File: config.mk
export PLATFORM = sky130hd
export DESIGN_NAME = button_impulse_gen
export DESIGN_NICKNAME = d
export VERILOG_FILES = /design/src/rtl/btn_pkg.sv /design/src/rtl/debounce_filter.sv /design/src/rtl/button_impulse_gen.sv
export SDC_FILE = /design/constraint.sdc
export NUM_CORES = 1
export LEC_CHECK = 0
export ABC_AREA = 0
export ABC_CLOCK_PERIOD_IN_PS = 5400
export CAP_MARGIN = 20
export CORE_ASPECT_RATIO = 0.75
export CORE_MARGIN = 10
export CORE_UTILIZATION = 60
export CTS_CLUSTER_DIAMETER = 150
export DETAILED_ROUTE_END_ITERATION = 10
export PLACE_DENSITY = 0.79
export RECOVER_POWER = 100
export SYNTH_ARGS = -nofsm -noshare
export SYNTH_HDL_FRONTEND = slang
export SYNTH_SLANG_ARGS = --single-unit
File: constraint.sdc
create_clock -name clk -period 5.4 [get_ports clk]
set_clock_uncertainty 0.05 [all_clocks]
set_input_delay 1.08 -clock clk [delete_from_list [all_inputs] [get_ports clk]]
set_output_delay 1.08 -clock clk [all_outputs]
set_load 0.02 [all_outputs]
File: src/rtl/btn_pkg.sv
`default_nettype none
// ============================================================================
//  Module      : btn_pkg
//  Description : Shared types and default timing constants for the button
//                impulse generator.
//  Revision    : 1.0 - initial release
// ============================================================================
package btn_pkg;

  // Pulse-generator states: released, held (waiting for first repeat), repeating
  typedef enum logic [1:0] {
    IDLE   = 2'd0,
    HELD   = 2'd1,
    REPEAT = 2'd2
  } btn_state_t;

  // Defaults sized for a 100 MHz clock
  localparam int DEF_DEBOUNCE_CYCLES = 1_000_000;   // 10 ms
  localparam int DEF_REPEAT_DELAY    = 50_000_000;  // 500 ms
  localparam int DEF_REPEAT_PERIOD   = 10_000_000;  // 100 ms

  // Larger of two integers, used to size the shared repeat counter
  function automatic int max2(input int a, input int b);
    return (a > b) ? a : b;
  endfunction

endpackage
`default_nettype wire

File: src/rtl/debounce_filter.sv
`default_nettype none
// ============================================================================
//  Module      : debounce_filter
//  Description : Synchronises an asynchronous button pin, corrects its
//                polarity, and only accepts a level change once the new level
//                has been stable for DEBOUNCE_CYCLES. Provides the debounced
//                level plus single-cycle rise/fall strobes that are valid in
//                the cycle before the level register changes.
//  Revision    : 1.0 - initial release
// ============================================================================
module debounce_filter
  import btn_pkg::*;
#(
  parameter int SYNC_STAGES     = 2,
  parameter int DEBOUNCE_CYCLES = DEF_DEBOUNCE_CYCLES,
  parameter int BTN_ACTIVE_LOW  = 0
) (
  input  logic clk,
  input  logic nrst,
  input  logic btn_in,
  output logic level,
  output logic rise,
  output logic fall
);

  localparam int   c_cnt_w    = $clog2(DEBOUNCE_CYCLES + 1);
  // Pin value that means "not pressed"; the chain resets to it
  localparam logic c_released = (BTN_ACTIVE_LOW != 0);

  // Parameter sanity checks at elaboration
  if (SYNC_STAGES < 2) begin : g_chk_sync
    $error("debounce_filter: SYNC_STAGES must be >= 2");
  end
  if (DEBOUNCE_CYCLES < 1) begin : g_chk_deb
    $error("debounce_filter: DEBOUNCE_CYCLES must be >= 1");
  end

  logic [SYNC_STAGES-1:0] r_sync;
  logic [c_cnt_w-1:0]     r_cnt;
  logic                   r_level;
  logic                   w_pressed;
  logic                   w_diff;
  logic                   w_done;

  // Synchroniser chain, reset to the released pin value
  always_ff @(posedge clk or negedge nrst) begin
    if (!nrst) begin
      r_sync <= {SYNC_STAGES{c_released}};
    end else begin
      r_sync <= {r_sync[SYNC_STAGES-2:0], btn_in};
    end
  end

  assign w_pressed = r_sync[SYNC_STAGES-1] ^ c_released;
  assign w_diff    = (w_pressed != r_level);
  // Counter saturates at DEBOUNCE_CYCLES; the next differing cycle commits
  assign w_done    = w_diff && (r_cnt == c_cnt_w'(DEBOUNCE_CYCLES));

  // Stable-time counter and debounced level register
  always_ff @(posedge clk or negedge nrst) begin
    if (!nrst) begin
      r_cnt   <= '0;
      r_level <= 1'b0;
    end else if (!w_diff || w_done) begin
      r_cnt   <= '0;
      r_level <= r_level ^ w_done;
    end else begin
      r_cnt   <= r_cnt + c_cnt_w'(1);
    end
  end

  assign level = r_level;
  assign rise  = w_done & ~r_level;
  assign fall  = w_done &  r_level;

endmodule
`default_nettype wire

File: src/rtl/button_impulse_gen.sv
`default_nettype none
// ============================================================================
//  Module      : button_impulse_gen
//  Description : Converts a raw bouncing push-button into clean single-cycle
//                impulse strobes: one per press, with optional auto-repeat
//                (first repeat after REPEAT_DELAY, then every REPEAT_PERIOD)
//                while the button stays held and repeat_en is set.
//  Revision    : 1.0 - initial release
// ============================================================================
module button_impulse_gen
  import btn_pkg::*;
#(
  parameter int SYNC_STAGES     = 2,
  parameter int DEBOUNCE_CYCLES = DEF_DEBOUNCE_CYCLES,
  parameter int REPEAT_DELAY    = DEF_REPEAT_DELAY,
  parameter int REPEAT_PERIOD   = DEF_REPEAT_PERIOD,
  parameter int BTN_ACTIVE_LOW  = 0
) (
  input  logic clk,
  input  logic nrst,
  input  logic btn_in,
  input  logic repeat_en,
  output logic impulse,
  output logic btn_level
);

  localparam int c_rpt_max = max2(REPEAT_DELAY, REPEAT_PERIOD);
  localparam int c_rpt_w   = (c_rpt_max > 1) ? $clog2(c_rpt_max) : 1;
  localparam logic [c_rpt_w-1:0] c_delay_last  = c_rpt_w'(REPEAT_DELAY - 1);
  localparam logic [c_rpt_w-1:0] c_period_last = c_rpt_w'(REPEAT_PERIOD - 1);

  // Parameter sanity checks at elaboration
  if (REPEAT_DELAY < 1) begin : g_chk_delay
    $error("button_impulse_gen: REPEAT_DELAY must be >= 1");
  end
  if (REPEAT_PERIOD < 1) begin : g_chk_period
    $error("button_impulse_gen: REPEAT_PERIOD must be >= 1");
  end

  btn_state_t         r_state;
  btn_state_t         w_state_nxt;
  logic [c_rpt_w-1:0] r_cnt;
  logic [c_rpt_w-1:0] w_cnt_nxt;
  logic               r_impulse;
  logic               w_impulse_nxt;
  logic               w_due;
  logic               w_rise;
  logic               w_fall;

  debounce_filter #(
    .SYNC_STAGES     (SYNC_STAGES),
    .DEBOUNCE_CYCLES (DEBOUNCE_CYCLES),
    .BTN_ACTIVE_LOW  (BTN_ACTIVE_LOW)
  ) u_debounce (
    .clk    (clk),
    .nrst   (nrst),
    .btn_in (btn_in),
    .level  (btn_level),
    .rise   (w_rise),
    .fall   (w_fall)
  );

  // State register, repeat counter and impulse register
  always_ff @(posedge clk or negedge nrst) begin
    if (!nrst) begin
      r_state   <= IDLE;
      r_cnt     <= '0;
      r_impulse <= 1'b0;
    end else begin
      r_state   <= w_state_nxt;
      r_cnt     <= w_cnt_nxt;
      r_impulse <= w_impulse_nxt;
    end
  end

  // Next state, repeat timing and impulse; release beats a due repeat pulse
  always_comb begin
    w_state_nxt = r_state;
    w_cnt_nxt   = r_cnt;
    w_due       = 1'b0;
    case (r_state)
      IDLE: begin
        w_cnt_nxt = '0;
        if (w_rise) begin
          w_state_nxt = HELD;
        end
      end
      HELD: begin
        if (w_fall) begin
          w_state_nxt = IDLE;
          w_cnt_nxt   = '0;
        end else if (!repeat_en) begin
          w_cnt_nxt   = '0;
        end else if (r_cnt == c_delay_last) begin
          w_state_nxt = REPEAT;
          w_cnt_nxt   = '0;
          w_due       = 1'b1;
        end else begin
          w_cnt_nxt   = r_cnt + c_rpt_w'(1);
        end
      end
      REPEAT: begin
        if (w_fall) begin
          w_state_nxt = IDLE;
          w_cnt_nxt   = '0;
        end else if (!repeat_en) begin
          w_state_nxt = HELD;
          w_cnt_nxt   = '0;
        end else if (r_cnt == c_period_last) begin
          w_cnt_nxt   = '0;
          w_due       = 1'b1;
        end else begin
          w_cnt_nxt   = r_cnt + c_rpt_w'(1);
        end
      end
      default: begin
        w_state_nxt = IDLE;
        w_cnt_nxt   = '0;
      end
    endcase
    // Press pulse only from IDLE; the r_impulse guard keeps strobes apart
    // even with a delay or period of one cycle
    w_impulse_nxt = ((r_state == IDLE) && w_rise) || (w_due && !r_impulse);
  end

  assign impulse = r_impulse;

endmodule
`default_nettype wire

* Word-level counts from Yosys, hierarchy flattened *
Index checks and enable logic that the tools add are counted.

operators by class
  add/sub/neg operators = 2
  equality and inequality tests = 10
  multiplexer cells = 22
  bitwise logic cells = 4
  reduce and logical (&&, ||, !) cells = 9

operators with widths
  cell                     number
  $mux W26                 6
  $pmux W26 S2             1
  $add A26 B1 Y26 const B  1
  $eq A26 B24 Y1 const B   1
  $eq A26 B26 Y1 const B   1
  $add A20 B1 Y20 const B  1
  $eq A20 B20 Y1 const B   1
  $mux W20                 1
  $mux W2                  6
  $ne A3 B2 Y1 const B     3
  $mux W1                  6
  $pmux W2 S3              1
  $reduce_and A4 Y1        1
  $logic_and A1 B1 Y1      3
  $and A1 B1 Y1            2
  $eq A2 B1 Y1 const B     1
  $eq A2 B2 Y1 const B     1
  $logic_not A1 Y1         2
  $logic_not A2 Y1         1
  $logic_or A1 B1 Y1       2
  $ne A2 B2 Y1 const B     1
  $pmux W1 S2              1
  $ne A1 B1 Y1             1
  $not A1 Y1               1
  $xor A1 B1 Y1            1

word-level totals
  register bits after elaboration = 52
  input bits = 4
  output and inout bits = 2

* Depth between registers and ports, before layout *
  depth in word-level cells = 7
  depth in mapped cells = 9

* Hierarchy *
Synthesis repeated with hierarchy kept, for this count alone.

second synthesis, totals
  cells, all modules = 307
  area total of the unflattened synthesis = 2972.9 µm²

modules (own cells, without submodules)
  module              times used  cells each  area each (µm²)  seq. area each (µm²)
  button_impulse_gen  1           188         1789.2           725.7
  debounce_filter     1           119         1183.6           575.6

* Worst setup path before layout *
Ideal clock, no wire load.

  kind = register to register
  start = register u_debounce.r_cnt[4]
  end = register r_cnt[10]
  setup time = 119 ps
  arrival time = 2104 ps
  data required time = 5231 ps
  path slack = 3127 ps
  cell stages (with the launch flop) = 9
  period minus slack after synthesis = 2273 ps
  path through = dfrtp_1 -> or4b_1 -> or4_1 -> buf_2 -> nor3_1 -> a211o_1 -> buf_2 -> buf_4 -> nor2_1

between the ends
  word-level cells in the longest chain between the ends = 5

ends and longest elaborated chain
  item                         RTL line                                             text
  from (decl)                  debounce_filter.sv:39                                logic [c_cnt_w-1:0] r_cnt;
  from (signal assigned)       debounce_filter.sv:68                                r_cnt <= r_cnt + c_cnt_w'(1);
  $eq A20 B20 Y1 *             debounce_filter.sv:57                                assign w_done = w_diff && (r_cnt == c_cnt_w'(DEBOUNCE_CYCLES));
  $logic_and A1 B1 Y1 *        debounce_filter.sv:57
  $and A1 B1 Y1 *              debounce_filter.sv:74                                assign fall = w_done & r_level;
  $mux W26 (on tied branches)  button_impulse_gen.sv:103, button_impulse_gen.sv:89
  $pmux W26 S2 *               button_impulse_gen.sv:81                             case (r_state)
  net w_cnt_nxt[10]            button_impulse_gen.sv:43                             logic [c_rpt_w-1:0] w_cnt_nxt;
  to (signal assigned)         button_impulse_gen.sv:71                             r_cnt <= w_cnt_nxt;
  to (decl)                    button_impulse_gen.sv:42                             logic [c_rpt_w-1:0] r_cnt;

Mark *: on every way through the listed nets, which the timed path passes. The rest lies on a longest branch.
A chain may end at the register's enable or synchronous reset.

==> out/results.tsv <==
stage	metric	value	unit
status	violations	max-capacitance violations, max-slew violations	
final_layout	fin_util	66.7	%
pwr	pwr_density_cell	235	nW/µm²
pwr	switching_share	21.1	%
critical_path	crit_path_end_kind	asynchronous set/reset pin	
placement	placed_cells	351	
route	finalWirelength	5430	µm
floorplanning	die_area	7730	µm²
sta	finalHoldViolations	0	
floorplanning	num_io_pins	6	
clocking	cts_setup_buffers	0	
final_layout	area_growth	7.50	%
logic_synthesis	synth.avg_cell_area	9.37	µm²
critical_path	slowest_stage	clkbuf_1	
critical_path	cp.buffers_inverters	2	
sta	grt_setup_unrepaired	no	
logic_synthesis	synth_edf_count	0	
global_routing	first_global_vias	1962	
logic_synthesis	synthFlopType	dfrtp_1	
logic_synthesis	synth_area_leader_cell	dfrtp_1	
global_routing	grt_overflow	0	
pwr	p_switching	0.147	mW
sta	finalMaxSlewViolations	53	
critical_path	criticalPathCategory	in2async	
sta	tightest_slew	2720	ps
global_routing	antenna_found_initial	0	
pwr	intPower	0.548	mW
final_layout	fin_area	2960	µm²
sta	maxSlewHeadroom	-81.5	%
clocking	clk_pin_slew	90	ps
floorplanning	initial_core_util	62.0	%
global_routing	grt_pass1_wl	9390	µm
critical_path	r2r_slack	2550	ps
placement	port_buffers	5	
clocking	h-tree-depth	2	
floorplanning	rows	21	
logic_synthesis	syn_area	2750	µm²
clocking	cts-hold-fix-buffers	0	
critical_path	path_max_fanout	52	
route	drtAntennaViolNets	0	
status	status	complete, but fails checks	
final_layout	antenna_cells	0	
logic_synthesis	yosysWarnings	0	
logic_synthesis	yosys.cell_types.count	40	
logic_synthesis	ys_top_cells_by_count	52 x dfrtp_1, 51 x nor2_1, 31 x xnor2_1	
route	viasPerCell	5.80	
sta	fin_crit_sh	61.5	%
critical_path	arrival	3100	ps
final_layout	drive_above_1_share	4.64	%
logic_synthesis	netlist_top_cells_area	dfrtp_1 47%, xnor2_1 9.9%, nor2_1 7.0%, nand3_1 3.3%, ha_1 3.2%	
sta	finalSetupViolCount	0	
floorplanning	die_x	98.2	µm
critical_path	crit_path_start_kind	input port	
logic_synthesis	seq_area_frac_synth	47.3	%
sta	finalSetupTns	0	ps
placement	place_hpwl	3790	µm
pwr	seq_power_share	56.7	%
logic_synthesis	synth_nets	305	
global_routing	grt_use_total	14.4	%
clocking	cts_buffer_depth	2	
placement	gp_congestion	0.827	
route	drt_pass1_iterations	4	
pwr	leakagePower	1.12	nW
sta	min_period	3320	ps
logic_synthesis	yosysMostFrequentCell	dfrtp_1	
logic_synthesis	syn_inst	294	
final_layout	final_cells	359	
route	drc	0	
logic_synthesis	async_reset_ff_share	100	%
clocking	post_cts_resized	0	
logic_synthesis	synth_seq_cells	52	
clocking	clockRootBuffer	clkbuf_8	
critical_path	path_cells	buf_2 -> clkbuf_1	
logic_synthesis	synth_top_area_share	47.3	%
pwr	ir_worst_vdd	155	µV
clocking	clock_latency	300	ps
pwr	p_clk_share	40.7	%
critical_path	slowest_delay	1910	ps
final_layout	nets	312	
global_routing	grt_max_degree	53	
clocking	numCtsBuffers	5	
pwr	p_comb_share	2.6	%
clocking	cts_tree	yes	
route	wl_per_cell	15.1	µm
route	drtIter0Drc	185	
floorplanning	die_h	78.7	µm
floorplanning	core_area	4440	µm²
critical_path	critical_path_required	5180	ps
sta	fmaxAchievable	301	MHz
critical_path	crit_family	buffers and inverters	
run	drv_cap	1	
placement	placed_area	2850	µm²
worst_hold_path	holdCritPathClass	reg2reg	
final_layout	fillers	351	
clocking	clock_sinks	52	
route	num_vias	2081	
-- cells in the final DEF (no fill, tap or decap), types with 3 or more instances in the layout --
cell type,instances
a21oi_1,6
and3_1,5
and4_1,4
clkbuf_8,6
dfrtp_1,52
dlygate4sd3_1,4
ha_1,7
inv_1,16
nand2_1,21
nand3_1,18
nand4_1,8
nor2_1,51
nor2b_1,3
nor3_1,12
nor4_1,7
nor4b_1,5
o21ai_0,7
or3_1,4
xnor2_1,31
xor2_1,7
-- metrics by stage --
step	power, mW	hold slack [ps]	setup WS, ps
final	0.695	305	2080
after global routing	0.720	329	1520
after CTS	0.703	309	2530
after detailed placement	0.421	285	2500
after global placement	0.421	287	2550
after floorplan	0.408	281	3130
-- metal layers --
| layer | track usage, % | wire, µm | up-vias |
|---|---|---|---|
| met1 | 20.6 | 2710 | 998 |
| met3 | 3.76 | 337 | 2 |
| li1 | - | - | 1017 |
| met5 | 0 | 0 | - |
| met2 | 21.0 | 2360 | 64 |
| met4 | 3.71 | 23 | 0 |
-- final timing paths --
check / start / to / cells past startpoint
worst max-delay path: nrst / asynchronous set/reset pin / 2
worst min-delay path: u_debounce.r_sync[0]$_DFF_PN0_ / u_debounce.r_sync[1]$_DFF_PN0_ / 0
worst max register to register: u_debounce.r_cnt[4]$_DFF_PN0_ / r_cnt[25]$_DFF_PN0_ / 5
worst min register to register: u_debounce.r_sync[0]$_DFF_PN0_ / u_debounce.r_sync[1]$_DFF_PN0_ / 0
max in group clk: u_debounce.r_cnt[4]$_DFF_PN0_ / r_cnt[25]$_DFF_PN0_ / 5
min in group asynchronous: nrst / r_cnt[1]$_DFF_PN0_ / 2
-- layout make-up --
class                   count  area, µm²  share of cell area (%)
clock buffers               6       82.6                    2.79
clock inverters             2       38.8                    1.31
inverters                  16       60.1                    2.03
multi-input cells         219       1350                    45.7
flip-flops and latches     52       1300                    44.0
well taps                  57       71.3                    2.41
repair buffers              7       52.6                    1.78
-- power by group through the flow --
stage / logic, mW / clock network (mW) / registers (mW)
after floorplan: 0.00688 / 0 / 0.401
after global placement: 0.0193 / 0 / 0.402
after detailed placement: 0.0195 / 0 / 0.402
after CTS: 0.0196 / 0.290 / 0.394
after global routing: 0.0206 / 0.305 / 0.395
final: 0.0178 / 0.283 / 0.394
-- registers in the layout (all words and copies together) (netlist names), named ones only --
signal and flops:
r_cnt 26, u_debounce.r_cnt 20, r_state 2, u_debounce.r_sync 2, impulse 1
-- cells by family after synthesis --
family,synth area share [%]
xor gates and xnor gates,12.1
muxes,0.818
adders and majority gates,3.18
AOI/OAI and AO/OA,5.41
buffers and inverters,3.59
and+or+nand+nor,27.7
DFF,47.3
Note: power is estimated with default switching activity, not from simulation.
==> RTL change 1: new RTL, same flow settings <==
Re-encode `btn_state_t` (3 states) as one-hot, 3 bits wide.
--- a/src/rtl/btn_pkg.sv
+++ b/src/rtl/btn_pkg.sv
@@ -10,6 +10,6 @@
   // Pulse-generator states: released, held (waiting for first repeat), repeating
-  typedef enum logic [1:0] {
-    IDLE   = 2'd0,
-    HELD   = 2'd1,
-    REPEAT = 2'd2
+  typedef enum logic [2:0] {
+    IDLE   = 3'b001,
+    HELD   = 3'b010,
+    REPEAT = 3'b100
   } btn_state_t;
Function: same outputs for any inputs over 10 cycles, from zero or initial values and one cycle with nrst low; not proved beyond that.
==> RTL change 1 against the unedited design <==
Design area shrank 2.6%; area after synthesis decreased by 1.0%; the run still ends with capacitance limit, slew limit left; sequential power rose by 3%; power grew 0.91%; count of clock-buffer cells in the layout did not move; sequential share of layout area grew 2.1 points; setup slack got worse by 0.095 ns; largest power group unchanged; sequential cell count rose by 1; routed wire length shrank 6.7%; hold slack improved by 0.015 ns.
==> RTL change 1: results (changes against the unedited design) <==
| Metric | Value |
|---|---|
| Comb_multi_in | `200 (-8.7%)` |
| Post-synthesis mux area share | `0.780% (-0.038 points)` |
| Pre-CTS setup slack | `2.82 ns (+0.318 ns)` |
| Met3 WL post-DR | `261 µm (-23%)` |
| Largest regs | `r_cnt (26), u_debounce.r_cnt (20), r_state (3)` |
| Inverters | `6 (-10)` |
| Via density | `5.83 (+0.53%)` |
| Top cell type's share of synthesized area | `47.7% (+0.48 points)` |
| Post-synthesis sequential area ratio | `48.7% (+1.4 points)` |
| Synth Area in Adders | `1.38% (-1.8 points)` |
| M1 GR Usage | `20.2% (-0.34 points)` |
| Wire length on met1 | `2660 µm (-2.0%)` |
| Leak Pwr | `1.26 nW (+12%)` |
| Dpl hpwl | `3400 µm (-11%)` |
| Fin nets | `279 (-11%)` |
| NonClk Buf Share | `1.69% (-0.083 points)` |
| Postcts setup bufs | `0 (unchanged)` |
| Overall Global Routing Usage | `13.4% (-1.0 points)` |
| Bufs w/o clock | `6 (-1)` |
| Max capacitance violation total | `1 (unchanged)` |
| Wire per inst | `15.4 µm (+1.6%)` |
| Number of DRC markers in iteration 0 | `127 (-31%)` |
| WL met2 | `2100 µm (-11%)` |
| Xor and xnor area share after synthesis | `13.8% (+1.7 points)` |
| Multi-input gate share of total cell area | `45.3% (-0.44 points)` |
| Failing checks | `capacitance limit, slew limit` |
| Slew Viols, Final | `54 (+1.9%)` |
| Synth Area in Compound Gates | `3.90% (-1.5 points)` |
| Status | `finished, violations left` |
| CTS max path bufs | `2 (unchanged)` |
| #FFs+latches synth | `53 (+1.9%)` |
| First-pass GRT wire length | `8650 µm (-7.9%)` |
| # fillers | `358 (+2.0%)` |
| Post-synth cell types | `43 (+7.5%)` |
| Top post-synthesis cells by area | `dfrtp_1, xor2_1, nor2_1, nand3_1, and3_1` |
| Worst-path clk slew | `0.09 ns (about the same)` |
| R2R setup slack | `2.10 ns (-0.45 ns)` |
| Final Wtd Congestion | `0.849 (+2.6%)` |
| Slew headroom | `-88.5% (-7.0 points)` |
| Period utilization | `63.3% (+1.8 points)` |
| Reg-to-reg endpoint | `r_cnt[10]` |
| Clock network contribution to total cell area | `3.73% (-0.37 points)` |
| Largest net degree at the start of global routing | `54 (+1.9%)` |
| Reg2reg start | `r_cnt[8]` |
| Worst-path maximum fanout | `53 (+1.9%)` |
| CP arrival | `3.18 ns (+0.08 ns)` |
| Fraction of area in registers | `46.0% (+2.1 points)` |
| Grt met2 use | `18.0% (-3.0 points)` |
| Antenna cells | `0 (unchanged)` |
| Crit. Startpoint | `nrst` |
| CP peak stage delay | `1.99 ns (+0.08 ns)` |
| Layout cells sized above 1 | `9.52% (+4.9 points)` |
| Most instantiated cells after synthesis | `dfrtp_1, nor2_1, xor2_1` |
| Synth Net Count | `272 (-11%)` |
| End of the critical path | `r_cnt[25]` |
| Maximum vdd drop | `0.146 mV (-6.3%)` |
| Clock buffers | `6 (unchanged)` |
| Grt met3 use | `3.15% (-0.61 points)` |
| Vias in the first global route | `1,813 (-7.6%)` |
==> RTL change 1: power breakdown <==
part | switching (mW) | internal, mW | leakage (nW)
clock network | 0.131 | 0.138 | 0.0552
registers | 0.00593 | 0.401 | 0.722
logic | 0.0187 | 0.00721 | 0.482
==> RTL change 1: stage by stage <==
step | area (µm²) | cells | hold slack [ns]
after global placement | 2810 | 322 | 0.306
after global routing | 2880 | 330 | 0.344
after CTS | 2920 | 330 | 0.332
after floorplan | 2730 | 265 | 0.281
final | 2880 | 330 | 0.320
after detailed placement | 2810 | 322 | 0.287
==> RTL change 1: cells by family (layout without fill, tap and decap cells) <==
group / after synthesis / in the layout
AO/OA/AOI/OAI: 11 / 11
XOR/XNOR: 43 / 43
adder cells (fa/ha/maj): 3 / 3
buffers and inverters: 12 / 20
flip-flops: 53 / 53
multiplexers: 2 / 2
AND/OR/NAND/NOR: 141 / 141
==> RTL change 2: new RTL, same settings <==
Made on the original files. The package constant `DEF_REPEAT_PERIOD` goes from 10_000_000 to 20_000_000.
--- a/src/rtl/btn_pkg.sv
+++ b/src/rtl/btn_pkg.sv
@@ -19,3 +19,3 @@
   localparam int DEF_REPEAT_DELAY    = 50_000_000;  // 500 ms
-  localparam int DEF_REPEAT_PERIOD   = 10_000_000;  // 100 ms
+  localparam int DEF_REPEAT_PERIOD   = 20_000_000;  // 100 ms
 
Function: no difference found for any inputs over 10 cycles, from zero or initial values and one cycle with nrst low; that may be too few to reach the edited logic, so the function may still have changed.
==> RTL change 2 against the unedited design <==
The run still ends with capacitance limit, slew limit left; setup slack better by 0.076 ns; area after synthesis down 1.7%; register-to-register slack improved by 0.06 ns; count of clock-buffer cells in the layout down 1; sequential cell count did not move; largest power group unchanged; critical path type unchanged; power shrank 2.6%; routed wire length is 11% lower; design area shrank 2.5%; hold slack better by 0.028 ns.
==> RTL change 2: results (changes against the unedited design) <==
| Metric | Value |
|---|---|
| Grt met2 use | `17.7% (-3.3 points)` |
| Dpl hpwl | `3340 µm (-12%)` |
| CP peak stage delay | `1.86 ns (-0.05 ns)` |
| Slew Viols, Final | `53 (unchanged)` |
| Layout cells sized above 1 | `6.38% (+1.7 points)` |
| Cells after DPL | `331 (-5.7%)` |
| M1 GR Usage | `19.0% (-1.6 points)` |
| R2R setup slack | `2.61 ns (+0.06 ns)` |
| Wire per inst | `14.3 µm (-5.7%)` |
| Vias | `1,885 (-9.4%)` |
| Max capacitance violation total | `1 (unchanged)` |
| # fillers | `362 (+3.1%)` |
| Overall Global Routing Usage | `12.8% (-1.5 points)` |
| Post-synthesis sequential area ratio | `48.1% (+0.83 points)` |
| First-pass GRT wire length | `8340 µm (-11%)` |
| Maximum vdd drop | `0.156 mV (+0.30%)` |
| Failing checks | `capacitance limit, slew limit` |
| Final Wtd Congestion | `0.769 (-7.0%)` |
| Synth Area in Compound Gates | `3.24% (-2.2 points)` |
| Top post-synthesis cells by area | `dfrtp_1, xor2_1, nor2_1, xnor2_1, nand3_1` |
| Post-synth cell types | `41 (+2.5%)` |
| Fin cells | `339 (-5.6%)` |
| WL met2 | `2040 µm (-14%)` |
| Wire length on met1 | `2610 µm (-3.7%)` |
| Status | `finished, violations left` |
| Synth Net Count | `284 (-6.9%)` |
| CP arrival | `3.05 ns (-0.05 ns)` |
==> RTL change 2: cell types whose count changed in the layout (fill, tap and decap cells not counted), moves of 6 or more <==
cell	before	now
nor4_1	7	1
nor3_1	12	3
xnor2_1	31	14
nor2_1	51	62
o21ai_0	7	1
xor2_1	7	28
==> RTL change 2: final cells by class <==
type | count | area share, %
clock buffers | 5 | 2.39
clock inverters | 3 | 1.47
inverters | 11 | 1.43
multi-input cells | 205 | 45.4
flip-flops and latches | 52 | 45.1
well taps | 57 | 2.47
repair buffers | 6 | 1.69
==> RTL change 2: metrics by stage <==
stage | total power [mW] | instance area, µm² | setup WS [ns]
3_5_place_dp | 0.421 | 2800 | 2.95
5_1_grt | 0.702 | 2890 | 1.56
6_report | 0.677 | 2890 | 2.16
3_3_place_gp | 0.421 | 2800 | 3.01
2_1_floorplan | 0.409 | 2710 | 3.45
4_1_cts | 0.688 | 2910 | 2.93
==> RTL change 2: cells by family after synthesis <==
kind of cell	Yosys count
AO/OA/AOI/OAI	10
XOR/XNOR	42
adder cells (fa/ha/maj)	7
buffers and inverters	16
flip-flops	52
multiplexers	2
AND/OR/NAND/NOR	144
==> RTL change 2: worst paths after layout <==
kind | start | end | depth (start not counted)
max | nrst | r_cnt[19] | 2
max in group clk | u_debounce.r_cnt[0] | r_cnt[10] | 8
min in group asynchronous | nrst | u_debounce.r_cnt[17] | 2
max reg2reg | u_debounce.r_cnt[0] | r_cnt[10] | 8
min reg2reg | u_debounce.r_sync[0] | u_debounce.r_sync[1] | 0
min | u_debounce.r_sync[0] | u_debounce.r_sync[1] | 0
==> RTL change 2: where the power goes <==
group | switching, mW | total, mW | internal [mW]
sequential | 0.00279 | 0.394 | 0.392
combinational | 0.0128 | 0.0178 | 0.00496
clock | 0.128 | 0.265 | 0.137
